`src/rtl/decode_stage_pkg.sv`:
```
// Shared decode types: instruction formats, opcodes and the decoded payload.
package decode_stage_pkg;

  typedef enum logic [2:0] {
    FMT_R    = 3'd0,
    FMT_I    = 3'd1,
    FMT_S    = 3'd2,
    FMT_B    = 3'd3,
    FMT_U    = 3'd4,
    FMT_J    = 3'd5,
    FMT_NONE = 3'd6
  } fmt_e;

  localparam logic [6:0] OPCODE_LOAD   = 7'b0000011;
  localparam logic [6:0] OPCODE_OP_IMM = 7'b0010011;
  localparam logic [6:0] OPCODE_AUIPC  = 7'b0010111;
  localparam logic [6:0] OPCODE_STORE  = 7'b0100011;
  localparam logic [6:0] OPCODE_OP     = 7'b0110011;
  localparam logic [6:0] OPCODE_LUI    = 7'b0110111;
  localparam logic [6:0] OPCODE_BRANCH = 7'b1100011;
  localparam logic [6:0] OPCODE_JALR   = 7'b1100111;
  localparam logic [6:0] OPCODE_JAL    = 7'b1101111;
  localparam logic [6:0] OPCODE_FENCE  = 7'b0001111;
  localparam logic [6:0] OPCODE_SYSTEM = 7'b1110011;

  typedef struct packed {
    logic [4:0] rs1;
    logic [4:0] rs2;
    logic [4:0] rd;
    logic [6:0] opcode;
    logic [2:0] funct3;
    logic [6:0] funct7;
    fmt_e       fmt;
    logic       rd_we;
    logic       is_sys;
    logic       illegal;
  } dec_t;

  function automatic fmt_e opcode_fmt(input logic [6:0] op);
    fmt_e f;
    case (op)
      OPCODE_OP:                                  f = FMT_R;
      OPCODE_LOAD, OPCODE_OP_IMM, OPCODE_JALR,
      OPCODE_FENCE, OPCODE_SYSTEM:                f = FMT_I;
      OPCODE_STORE:                               f = FMT_S;
      OPCODE_BRANCH:                              f = FMT_B;
      OPCODE_LUI, OPCODE_AUIPC:                   f = FMT_U;
      OPCODE_JAL:                                 f = FMT_J;
      default:                                    f = FMT_NONE;
    endcase
    return f;
  endfunction

endpackage

```
`src/rtl/decode_stage_if.sv`:
```
// IF-side and EX-side handshake bundle of the decode stage.
interface decode_stage_if #(
  parameter int unsigned XLEN = 32
);
  import decode_stage_pkg::*;

  logic            in_valid;
  logic            in_ready;
  logic [XLEN-1:0] in_pc;
  logic [31:0]     in_instr;

  logic            out_valid;
  logic            out_ready;
  logic [XLEN-1:0] out_pc;
  logic [4:0]      out_rs1_addr;
  logic [4:0]      out_rs2_addr;
  logic [4:0]      out_rd_addr;
  logic [6:0]      out_opcode;
  logic [2:0]      out_funct3;
  logic [6:0]      out_funct7;
  fmt_e            out_fmt;
  logic [XLEN-1:0] out_imm;
  logic            out_rd_we;
  logic            out_is_sys;
  logic            out_illegal;

  modport master (
    output in_valid, in_pc, in_instr, out_ready,
    input  in_ready, out_valid, out_pc, out_rs1_addr, out_rs2_addr, out_rd_addr,
           out_opcode, out_funct3, out_funct7, out_fmt, out_imm, out_rd_we,
           out_is_sys, out_illegal
  );

  modport slave (
    input  in_valid, in_pc, in_instr, out_ready,
    output in_ready, out_valid, out_pc, out_rs1_addr, out_rs2_addr, out_rd_addr,
           out_opcode, out_funct3, out_funct7, out_fmt, out_imm, out_rd_we,
           out_is_sys, out_illegal
  );

endinterface

```
`src/rtl/decode_stage_core.sv`:
```
// Pure combinational RV instruction decoder: raw instruction -> dec_t + immediate.
module decode_core
  import decode_stage_pkg::*;
#(
  parameter int unsigned XLEN = 32
) (
  input  logic [31:0]     instr_i,
  output dec_t            dec_o,
  output logic [XLEN-1:0] imm_o
);

  fmt_e raw_fmt;
  fmt_e fmt;
  logic illegal;
  logic op_bad;

  always_comb begin
    raw_fmt = opcode_fmt(instr_i[6:0]);
    op_bad  = (instr_i[6:0] == OPCODE_OP) &&
              (!(instr_i[31:25] inside {7'h00, 7'h20}) ||
               ((instr_i[31:25] == 7'h20) && !(instr_i[14:12] inside {3'd0, 3'd5})));
    illegal = (instr_i[1:0] != 2'b11) || (instr_i == '0) || (instr_i == '1) ||
              (raw_fmt == FMT_NONE) || op_bad;
    fmt     = illegal ? FMT_NONE : raw_fmt;

    dec_o         = '0;
    dec_o.rs1     = instr_i[19:15];
    dec_o.rs2     = instr_i[24:20];
    dec_o.rd      = instr_i[11:7];
    dec_o.opcode  = instr_i[6:0];
    dec_o.funct3  = instr_i[14:12];
    dec_o.funct7  = instr_i[31:25];
    dec_o.fmt     = fmt;
    dec_o.rd_we   = (fmt inside {FMT_R, FMT_I, FMT_U, FMT_J}) && (instr_i[11:7] != 5'd0);
    dec_o.is_sys  = instr_i[6:0] inside {OPCODE_FENCE, OPCODE_SYSTEM};
    dec_o.illegal = illegal;

    // Size casts of signed values sign-extend from instr[31] to XLEN.
    case (fmt)
      FMT_I:   imm_o = XLEN'($signed(instr_i[31:20]));
      FMT_S:   imm_o = XLEN'($signed({instr_i[31:25], instr_i[11:7]}));
      FMT_B:   imm_o = XLEN'($signed({instr_i[31], instr_i[7], instr_i[30:25],
                                      instr_i[11:8], 1'b0}));
      FMT_U:   imm_o = XLEN'($signed({instr_i[31:12], 12'b0}));
      FMT_J:   imm_o = XLEN'($signed({instr_i[31], instr_i[19:12], instr_i[20],
                                      instr_i[30:21], 1'b0}));
      default: imm_o = '0;
    endcase
  end

endmodule

```
`src/rtl/decode_stage.sv`:
```
// Registered decode stage: valid/ready handshake, optional 1-entry skid buffer, flush.
module decode_stage
  import decode_stage_pkg::*;
#(
  parameter int unsigned XLEN    = 32,
  parameter bit          SKID_EN = 1'b1
) (
  input logic           clk,
  input logic           rst_n,
  input logic           flush,
  decode_stage_if.slave bus
);

  if ((XLEN != 32) && (XLEN != 64)) begin : g_xlen_chk
    $error("decode_stage: XLEN must be 32 or 64");
  end

  logic            out_valid_q, out_valid_d;
  logic            skid_valid_q, skid_valid_d;
  logic            in_ready_q, in_ready_d;
  logic [31:0]     skid_instr_q, skid_instr_d;
  logic [XLEN-1:0] skid_pc_q, skid_pc_d;
  logic [XLEN-1:0] pc_q, pc_d;
  logic [XLEN-1:0] imm_q, imm_d;
  dec_t            dec_q, dec_d;

  logic            in_ready;
  logic            in_fire;
  logic            out_free;
  logic            use_skid;
  logic            load_out;
  logic [31:0]     src_instr;
  logic [XLEN-1:0] src_pc;
  logic [XLEN-1:0] src_imm;
  dec_t            src_dec;

  assign in_ready = SKID_EN ? in_ready_q : (!out_valid_q || bus.out_ready);

  decode_core #(.XLEN(XLEN)) u_core (
    .instr_i (src_instr),
    .dec_o   (src_dec),
    .imm_o   (src_imm)
  );

  always_comb begin
    in_fire   = bus.in_valid && in_ready;
    out_free  = !out_valid_q || bus.out_ready;
    use_skid  = SKID_EN && skid_valid_q;
    src_instr = use_skid ? skid_instr_q : bus.in_instr;
    src_pc    = use_skid ? skid_pc_q : bus.in_pc;

    out_valid_d  = out_valid_q;
    skid_valid_d = skid_valid_q;
    skid_instr_d = skid_instr_q;
    skid_pc_d    = skid_pc_q;
    load_out     = 1'b0;

    // The skid always drains ahead of the input so beat order is preserved.
    if (flush) begin
      out_valid_d  = 1'b0;
      skid_valid_d = 1'b0;
    end else if (out_free) begin
      load_out     = use_skid || in_fire;
      out_valid_d  = use_skid || in_fire;
      skid_valid_d = use_skid && in_fire;
    end else if (in_fire) begin
      skid_valid_d = SKID_EN;
    end

    if (in_fire) begin
      skid_instr_d = bus.in_instr;
      skid_pc_d    = bus.in_pc;
    end

    pc_d       = load_out ? src_pc  : pc_q;
    imm_d      = load_out ? src_imm : imm_q;
    dec_d      = load_out ? src_dec : dec_q;
    in_ready_d = !skid_valid_d;
  end

  always_ff @(posedge clk or negedge rst_n) begin
    if (!rst_n) begin
      out_valid_q  <= 1'b0;
      skid_valid_q <= 1'b0;
      in_ready_q   <= 1'b1;
      skid_instr_q <= '0;
      skid_pc_q    <= '0;
      pc_q         <= '0;
      imm_q        <= '0;
      dec_q        <= '0;
    end else begin
      out_valid_q  <= out_valid_d;
      skid_valid_q <= skid_valid_d;
      in_ready_q   <= in_ready_d;
      skid_instr_q <= skid_instr_d;
      skid_pc_q    <= skid_pc_d;
      pc_q         <= pc_d;
      imm_q        <= imm_d;
      dec_q        <= dec_d;
    end
  end

  assign bus.in_ready     = in_ready;
  assign bus.out_valid    = out_valid_q;
  assign bus.out_pc       = pc_q;
  assign bus.out_rs1_addr = dec_q.rs1;
  assign bus.out_rs2_addr = dec_q.rs2;
  assign bus.out_rd_addr  = dec_q.rd;
  assign bus.out_opcode   = dec_q.opcode;
  assign bus.out_funct3   = dec_q.funct3;
  assign bus.out_funct7   = dec_q.funct7;
  assign bus.out_fmt      = dec_q.fmt;
  assign bus.out_imm      = imm_q;
  assign bus.out_rd_we    = dec_q.rd_we;
  assign bus.out_is_sys   = dec_q.is_sys;
  assign bus.out_illegal  = dec_q.illegal;

endmodule

```
`src/flat_wrapper.sv`:
```
// flat-port wrapper written by rule: the top's interface ports become plain ports
module decode_stage_flat import decode_stage_pkg::*;
#(
  parameter int unsigned XLEN    = 32,
  parameter bit          SKID_EN = 1'b1
)
  (clk, rst_n, flush, bus_in_valid, bus_in_pc, bus_in_instr, bus_out_ready, bus_in_ready, bus_out_valid, bus_out_pc, bus_out_rs1_addr, bus_out_rs2_addr, bus_out_rd_addr, bus_out_opcode, bus_out_funct3, bus_out_funct7, bus_out_fmt, bus_out_imm, bus_out_rd_we, bus_out_is_sys, bus_out_illegal);
  decode_stage_if #(.XLEN(XLEN)) bus_i ();
  input logic clk;
  input logic rst_n;
  input logic flush;
  input wire logic [$bits(bus_i.in_valid)-1:0] bus_in_valid;
  input wire logic [$bits(bus_i.in_pc)-1:0] bus_in_pc;
  input wire logic [$bits(bus_i.in_instr)-1:0] bus_in_instr;
  input wire logic [$bits(bus_i.out_ready)-1:0] bus_out_ready;
  output wire logic [$bits(bus_i.in_ready)-1:0] bus_in_ready;
  output wire logic [$bits(bus_i.out_valid)-1:0] bus_out_valid;
  output wire logic [$bits(bus_i.out_pc)-1:0] bus_out_pc;
  output wire logic [$bits(bus_i.out_rs1_addr)-1:0] bus_out_rs1_addr;
  output wire logic [$bits(bus_i.out_rs2_addr)-1:0] bus_out_rs2_addr;
  output wire logic [$bits(bus_i.out_rd_addr)-1:0] bus_out_rd_addr;
  output wire logic [$bits(bus_i.out_opcode)-1:0] bus_out_opcode;
  output wire logic [$bits(bus_i.out_funct3)-1:0] bus_out_funct3;
  output wire logic [$bits(bus_i.out_funct7)-1:0] bus_out_funct7;
  output wire logic [$bits(bus_i.out_fmt)-1:0] bus_out_fmt;
  output wire logic [$bits(bus_i.out_imm)-1:0] bus_out_imm;
  output wire logic [$bits(bus_i.out_rd_we)-1:0] bus_out_rd_we;
  output wire logic [$bits(bus_i.out_is_sys)-1:0] bus_out_is_sys;
  output wire logic [$bits(bus_i.out_illegal)-1:0] bus_out_illegal;
  assign bus_i.in_valid = bus_in_valid;
  assign bus_i.in_pc = bus_in_pc;
  assign bus_i.in_instr = bus_in_instr;
  assign bus_i.out_ready = bus_out_ready;
  assign bus_in_ready = bus_i.in_ready;
  assign bus_out_valid = bus_i.out_valid;
  assign bus_out_pc = bus_i.out_pc;
  assign bus_out_rs1_addr = bus_i.out_rs1_addr;
  assign bus_out_rs2_addr = bus_i.out_rs2_addr;
  assign bus_out_rd_addr = bus_i.out_rd_addr;
  assign bus_out_opcode = bus_i.out_opcode;
  assign bus_out_funct3 = bus_i.out_funct3;
  assign bus_out_funct7 = bus_i.out_funct7;
  assign bus_out_fmt = bus_i.out_fmt;
  assign bus_out_imm = bus_i.out_imm;
  assign bus_out_rd_we = bus_i.out_rd_we;
  assign bus_out_is_sys = bus_i.out_is_sys;
  assign bus_out_illegal = bus_i.out_illegal;
  decode_stage #(.XLEN(XLEN), .SKID_EN(SKID_EN)) u_core (.clk(clk), .rst_n(rst_n), .flush(flush), .bus(bus_i));
endmodule
```
`config.mk`:
```
export PLATFORM = sky130hd
export DESIGN_NAME = decode_stage_flat
export DESIGN_NICKNAME = d
export VERILOG_FILES = /design/src/rtl/decode_stage_pkg.sv /design/src/rtl/decode_stage_if.sv /design/src/rtl/decode_stage_core.sv /design/src/rtl/decode_stage.sv /design/src/flat_wrapper.sv
export SDC_FILE = /design/constraint.sdc
export NUM_CORES = 1
export LEC_CHECK = 0
export ABC_AREA = 1
export BUFFER_PORTS_ARGS = -buffer_cell sky130_fd_sc_hd__buf_2
export CAP_MARGIN = 20
export CORE_AREA = 2 2 179 181
export DETAILED_ROUTE_END_ITERATION = 10
export DIE_AREA = 0 0 181 183
export PLACE_DENSITY = 0.48
export SYNTH_ARGS = -nofsm -noshare
export SYNTH_HDL_FRONTEND = slang
export SYNTH_HIERARCHICAL = 1
export SYNTH_SLANG_ARGS = --single-unit
```
`constraint.sdc`:
```
create_clock -name clk -period 3.8 [get_ports clk]
set_clock_uncertainty 0.1 [all_clocks]
set_input_delay 0.95 -clock clk [delete_from_list [all_inputs] [get_ports clk]]
set_output_delay 0.95 -clock clk [all_outputs]
set_load 0.01 [all_outputs]
```
==> results.md <==
Outcome:
- The run finished with clean final reports.

Drt:
- The vias after detailed routing is 7685.
- The count of antenna-violating nets left after detailed routing is 0.
- The vias per cell is 4.73.
- The first-pass detailed-route iteration total is 5.
- The number of DRC violations after detailed routing is 0.
- For this block, wires on met1 add up to 13200 um.
- The top routing layer in use is met5.
- Detailed routing placed a total of 13400 um of wire on met2.
- Dividing the detail-routed wire length by the instance count gives 17.4 um.
- Wire segments on met3 add up to between 1000 and 1500 um in the final route.
- The violation count after the first detailed-route iteration is 708.
- The total wirelength of the detailed-routed design is 28300 um.

Min path:
- The startpoint of the most critical hold path is u_core/bus.out_rd_addr[0]$_DFFE_PN0P_.
- The path class of the tightest hold or removal check is reg -> reg.
- The end of the worst hold path is u_core/bus.out_rd_addr[0]$_DFFE_PN0P_.
- The number of instances on the worst hold path is 2.

Yosys:
- The number of different library cells used by synthesis comes to 25.
- The synthesized flop and latch total is 169.
- Of the synthesized area, sequential elements account for 0.493.
- The Yosys step of the flow raised 6 warnings.
- After synthesis, the share of flip-flops with an asynchronous set or reset is 1.00.
- The synthesized instance count is between 1000 and 1500.
- Synthesis produced a netlist with a net count of 1182.
- The compound-cell area share of the yosys netlist is 0.0621.
- The portion of synthesized area spent on multiplexers is 0.
- The most used flip-flop cell after synthesis is sky130_fd_sc_hd__dfrtp_1.
- Of the total synthesized cell area, the portion taken by XOR and XNOR cells is 0.
- The number of enable-type register cells in the synthesized netlist is 0.
- After synthesis the cells add up to roughly 8600 um2.
- The main combinational cell family by area after synthesis is simple AND/OR/NAND/NOR gates.
- The simple-gate portion of the synthesized area is 0.337.
- The average cell area after synthesis is 7.71 um2.
- The fraction of the mapped netlist area in adder cells is 0.

STA:
- Across all setup checks in the final design, the least slack found is 1150 ps.
- Setup repair after global routing left no endpoint under its margin.
- Static timing analysis puts the maximum clock frequency at 378 MHz.
- At the pin with the least slew margin, the transition time is 1000 ps.
- Measured against its own limit, the worst slew margin works out to 0.333.
- The clock period could shrink to approximately 2600 ps.
- The post-route fraction of the period consumed by the critical path is 0.696.
- The count of endpoints failing hold in the final timing report was 0.
- Setup violations remaining at the end of the flow were counted as 0.
- The summed negative setup slack over all endpoints is 0 ps.
- The number of pins exceeding their max-slew limit in the final report was 0.

Placed design:
- The pre-CTS setup slack is approximately 730 ps.
- The weighted congestion reported at the end of routability-driven placement is 0.837.
- Buffers placed on the I/O ports in this run total about 170.
- The total half-perimeter wirelength after legalization and detailed placement is 18000 um.

Clocking:
- Clock-pin slew was measured on the worst setup and hold paths at 80 ps.
- The CTS buffer count is 17.
- The CTS sink count is between 150 and 200.
- The count of buffers added by post-CTS timing repair for setup is 0.
- No sink is reached through more buffers than the 2 on the longest clock path.
- After clock tree synthesis, the repair step resized 0 gates.
- The clock tree from TritonCTS is done.
- The number of hold buffers added after cts is 0.
- The clock insertion delay at the later pin of the skew report is ~440 ps.
- The tree is rooted in a sky130_fd_sc_hd__clkbuf_16.
- In this run the number of H-tree levels came out at 4.

Floorplanning:
- The die extent in y is roughly 180 um.
- Pin placement for this block handled 173 I/O pins.
- The horizontal die dimension is 181 um.
- The core region is around 31000 um2.
- For this configuration, the core starts out at a cell density of 0.275.
- After floorplanning, the core was divided into 65 placement rows.
- The die covers 33100 um2.

Setup path:
- The count of cells along the worst register-to-register path is 11.
- The end of the worst register-to-register path is u_core/bus.out_imm[22]$_DFFE_PN0P_.
- The highest fanout seen on the critical path is 24.
- At the worst endpoint, the required time is 4070 ps.
- The critical path in this run is classified as reg -> reg.
- The worst setup path is launched from a flop.
- The startpoint identified for the worst register-to-register timing path is u_core/skid_valid_q$_DFF_PN0_.
- STA classifies the critical path endpoint as a flop.
- STA puts the critical path data arrival time at ~2900 ps.
- In this run the register-to-register setup slack is between 1000 and 1500 ps.

GRT:
- In the global route stage, overall resource usage came out at 0.173.
- The pin count of the biggest net entering global routing is between 100 and 150.
- The via count of the first global-routing pass is ~7400.
- The initial antenna violation count was 3.
- The first global-routing pass estimated 44600 um of wire.
- For this run the aggregate overflow at the end of global routing stands at 0.

Run:
- Max-cap violations in this run came to 0.

Power:
- In this run the static leakage power is between 5 and 6 nW.
- IR analysis of the VDD net gives a maximum drop of 0.000315 V.
- The total power divided by cell area is 477 nW/um2.

Finish:
- From synthesis to final layout, the design area changed by 17.7%.
- The net total in the final layout is 1278.
- The fraction of final layout cells with drive strength greater than 1 is 0.206.
==> power by group <==
part / switching [mW] / total, mW / internal (mW)
logic: 0.537 / 0.822 / 0.284
registers: 0.128 / 2.15 / 2.02
clock network: 0.843 / 1.85 / 1.01
==> worst max path at each step <==
stage                     slack, ps                           from  depth (start not counted)                                  to
after CTS                      1140  u_core/skid_valid_q$_DFF_PN0_                         11  u_core/bus.out_imm[22]$_DFFE_PN0P_
after global placement          760                bus_in_instr[5]                         13  u_core/bus.out_imm[22]$_DFFE_PN0P_
after global routing            830  u_core/skid_valid_q$_DFF_PN0_                         11  u_core/bus.out_imm[22]$_DFFE_PN0P_
after floorplan                1280                bus_in_instr[5]                         11  u_core/bus.out_imm[22]$_DFFE_PN0P_
final                          1150  u_core/skid_valid_q$_DFF_PN0_                         11  u_core/bus.out_imm[22]$_DFFE_PN0P_
after detailed placement        730                bus_in_instr[5]                         13  u_core/bus.out_imm[22]$_DFFE_PN0P_
==> placed cells by master (no fill, tap or decap), types with 2 or more instances in the layout <==
cell / instances
sky130_fd_sc_hd__a21oi_1: 2
sky130_fd_sc_hd__buf_2: 171
sky130_fd_sc_hd__nand2_1: 483
sky130_fd_sc_hd__nand3_1: 38
sky130_fd_sc_hd__o22ai_1: 4
sky130_fd_sc_hd__bufinv_16: 2
sky130_fd_sc_hd__inv_6: 5
sky130_fd_sc_hd__diode_2: 2
sky130_fd_sc_hd__nand2_4: 3
sky130_fd_sc_hd__a31o_2: 6
sky130_fd_sc_hd__o211ai_1: 2
sky130_fd_sc_hd__inv_8: 2
sky130_fd_sc_hd__o21bai_1: 2
sky130_fd_sc_hd__clkbuf_16: 17
sky130_fd_sc_hd__clkinv_4: 3
sky130_fd_sc_hd__inv_1: 55
sky130_fd_sc_hd__nor2_1: 28
sky130_fd_sc_hd__nand2_2: 3
sky130_fd_sc_hd__buf_4: 15
sky130_fd_sc_hd__dfrtp_1: 167
sky130_fd_sc_hd__inv_2: 6
sky130_fd_sc_hd__o21ai_0: 83
sky130_fd_sc_hd__nor2_4: 5
sky130_fd_sc_hd__buf_12: 5
sky130_fd_sc_hd__nand4_1: 104
==> synthesized netlist by cell type, types with 5 or more instances <==
master | count | area [um2]
sky130_fd_sc_hd__nor2_4 | 5 | 56.3
sky130_fd_sc_hd__buf_4 | 35 | 263
sky130_fd_sc_hd__nand3_1 | 38 | 190
sky130_fd_sc_hd__nand4_1 | 104 | 651
sky130_fd_sc_hd__o21ai_0 | 83 | 415
sky130_fd_sc_hd__inv_1 | 56 | 210
sky130_fd_sc_hd__clkbuf_1 | 27 | 101
sky130_fd_sc_hd__inv_2 | 6 | 22.5
sky130_fd_sc_hd__a31o_2 | 6 | 52.6
sky130_fd_sc_hd__buf_2 | 42 | 210
sky130_fd_sc_hd__nor2_1 | 28 | 105
sky130_fd_sc_hd__nand2_1 | 484 | 1820
sky130_fd_sc_hd__buf_6 | 10 | 113
sky130_fd_sc_hd__dfrtp_1 | 168 | 4200
==> worst max-delay path: stages (launching register included) <==
cell and delay (ps):
sky130_fd_sc_hd__dfrtp_4 590, sky130_fd_sc_hd__o21ai_0 590, sky130_fd_sc_hd__nand3_1 170, sky130_fd_sc_hd__inv_2 100
sky130_fd_sc_hd__nand2_2 180, sky130_fd_sc_hd__inv_1 160, sky130_fd_sc_hd__nand2_1 180, sky130_fd_sc_hd__o21ai_0 170
sky130_fd_sc_hd__nor2_1 60, sky130_fd_sc_hd__nand2_1 80, sky130_fd_sc_hd__nand4_1 90, sky130_fd_sc_hd__nand2_1 100
==> flip-flops by register name, indices dropped and copies added, names as in the netlist <==
register and flops:
u_core/bus.out_rs2_addr 5, u_core/bus.out_imm 32, u_core/bus.out_illegal 1, u_core/skid_pc_q 32, u_core/bus.out_rd_addr 5, u_core/bus.out_rs1_addr 5, u_core/skid_instr_q 32, u_core/bus.out_rd_we 1
u_core/bus.out_opcode 7, u_core/bus.out_pc 32, u_core/bus.out_is_sys 1, u_core/bus.out_funct7 7, u_core/bus.in_ready 1, u_core/bus.out_valid 1, u_core/bus.out_fmt 3, u_core/skid_valid_q 1
u_core/bus.out_funct3 3
==> cell type report <==
cell class | instances | area [um2]
inverters | 62 | 234
well taps | 402 | 503
fillers | 3388 | 21100
flip-flops and latches | 169 | 4230
clock buffers | 18 | 439
diodes | 2 | 5.00
repair buffers | 192 | 1080
clock inverters | 13 | 160
multi-input cells | 767 | 3440
==> kinds of logic after synthesis <==
kind of cell	Yosys count
compound gates	99
simple gates	668
flops	169
buf+inv	177
==> layer usage <==
layer / global-route usage / up-vias
met5: 0 / -
met2: 0.276 / 198
li1: - / 3774
met3: 0.0310 / 27
met1: 0.241 / 3684
met4: 0.0540 / 2
==> through the flow <==
step	power [mW]	utilization	std cells	cell area, um2	hold WS [ps]
floorplan	2.65	-	1113	8580	342
global placement	3.01	0.304	1592	9490	349
detailed placement	3.02	0.304	1592	9490	355
CTS	4.92	0.323	1623	10100	374
global route	5.11	0.323	1623	10100	385
finish	4.82	0.323	1625	10100	369
(Power assumes the default switching activity.)
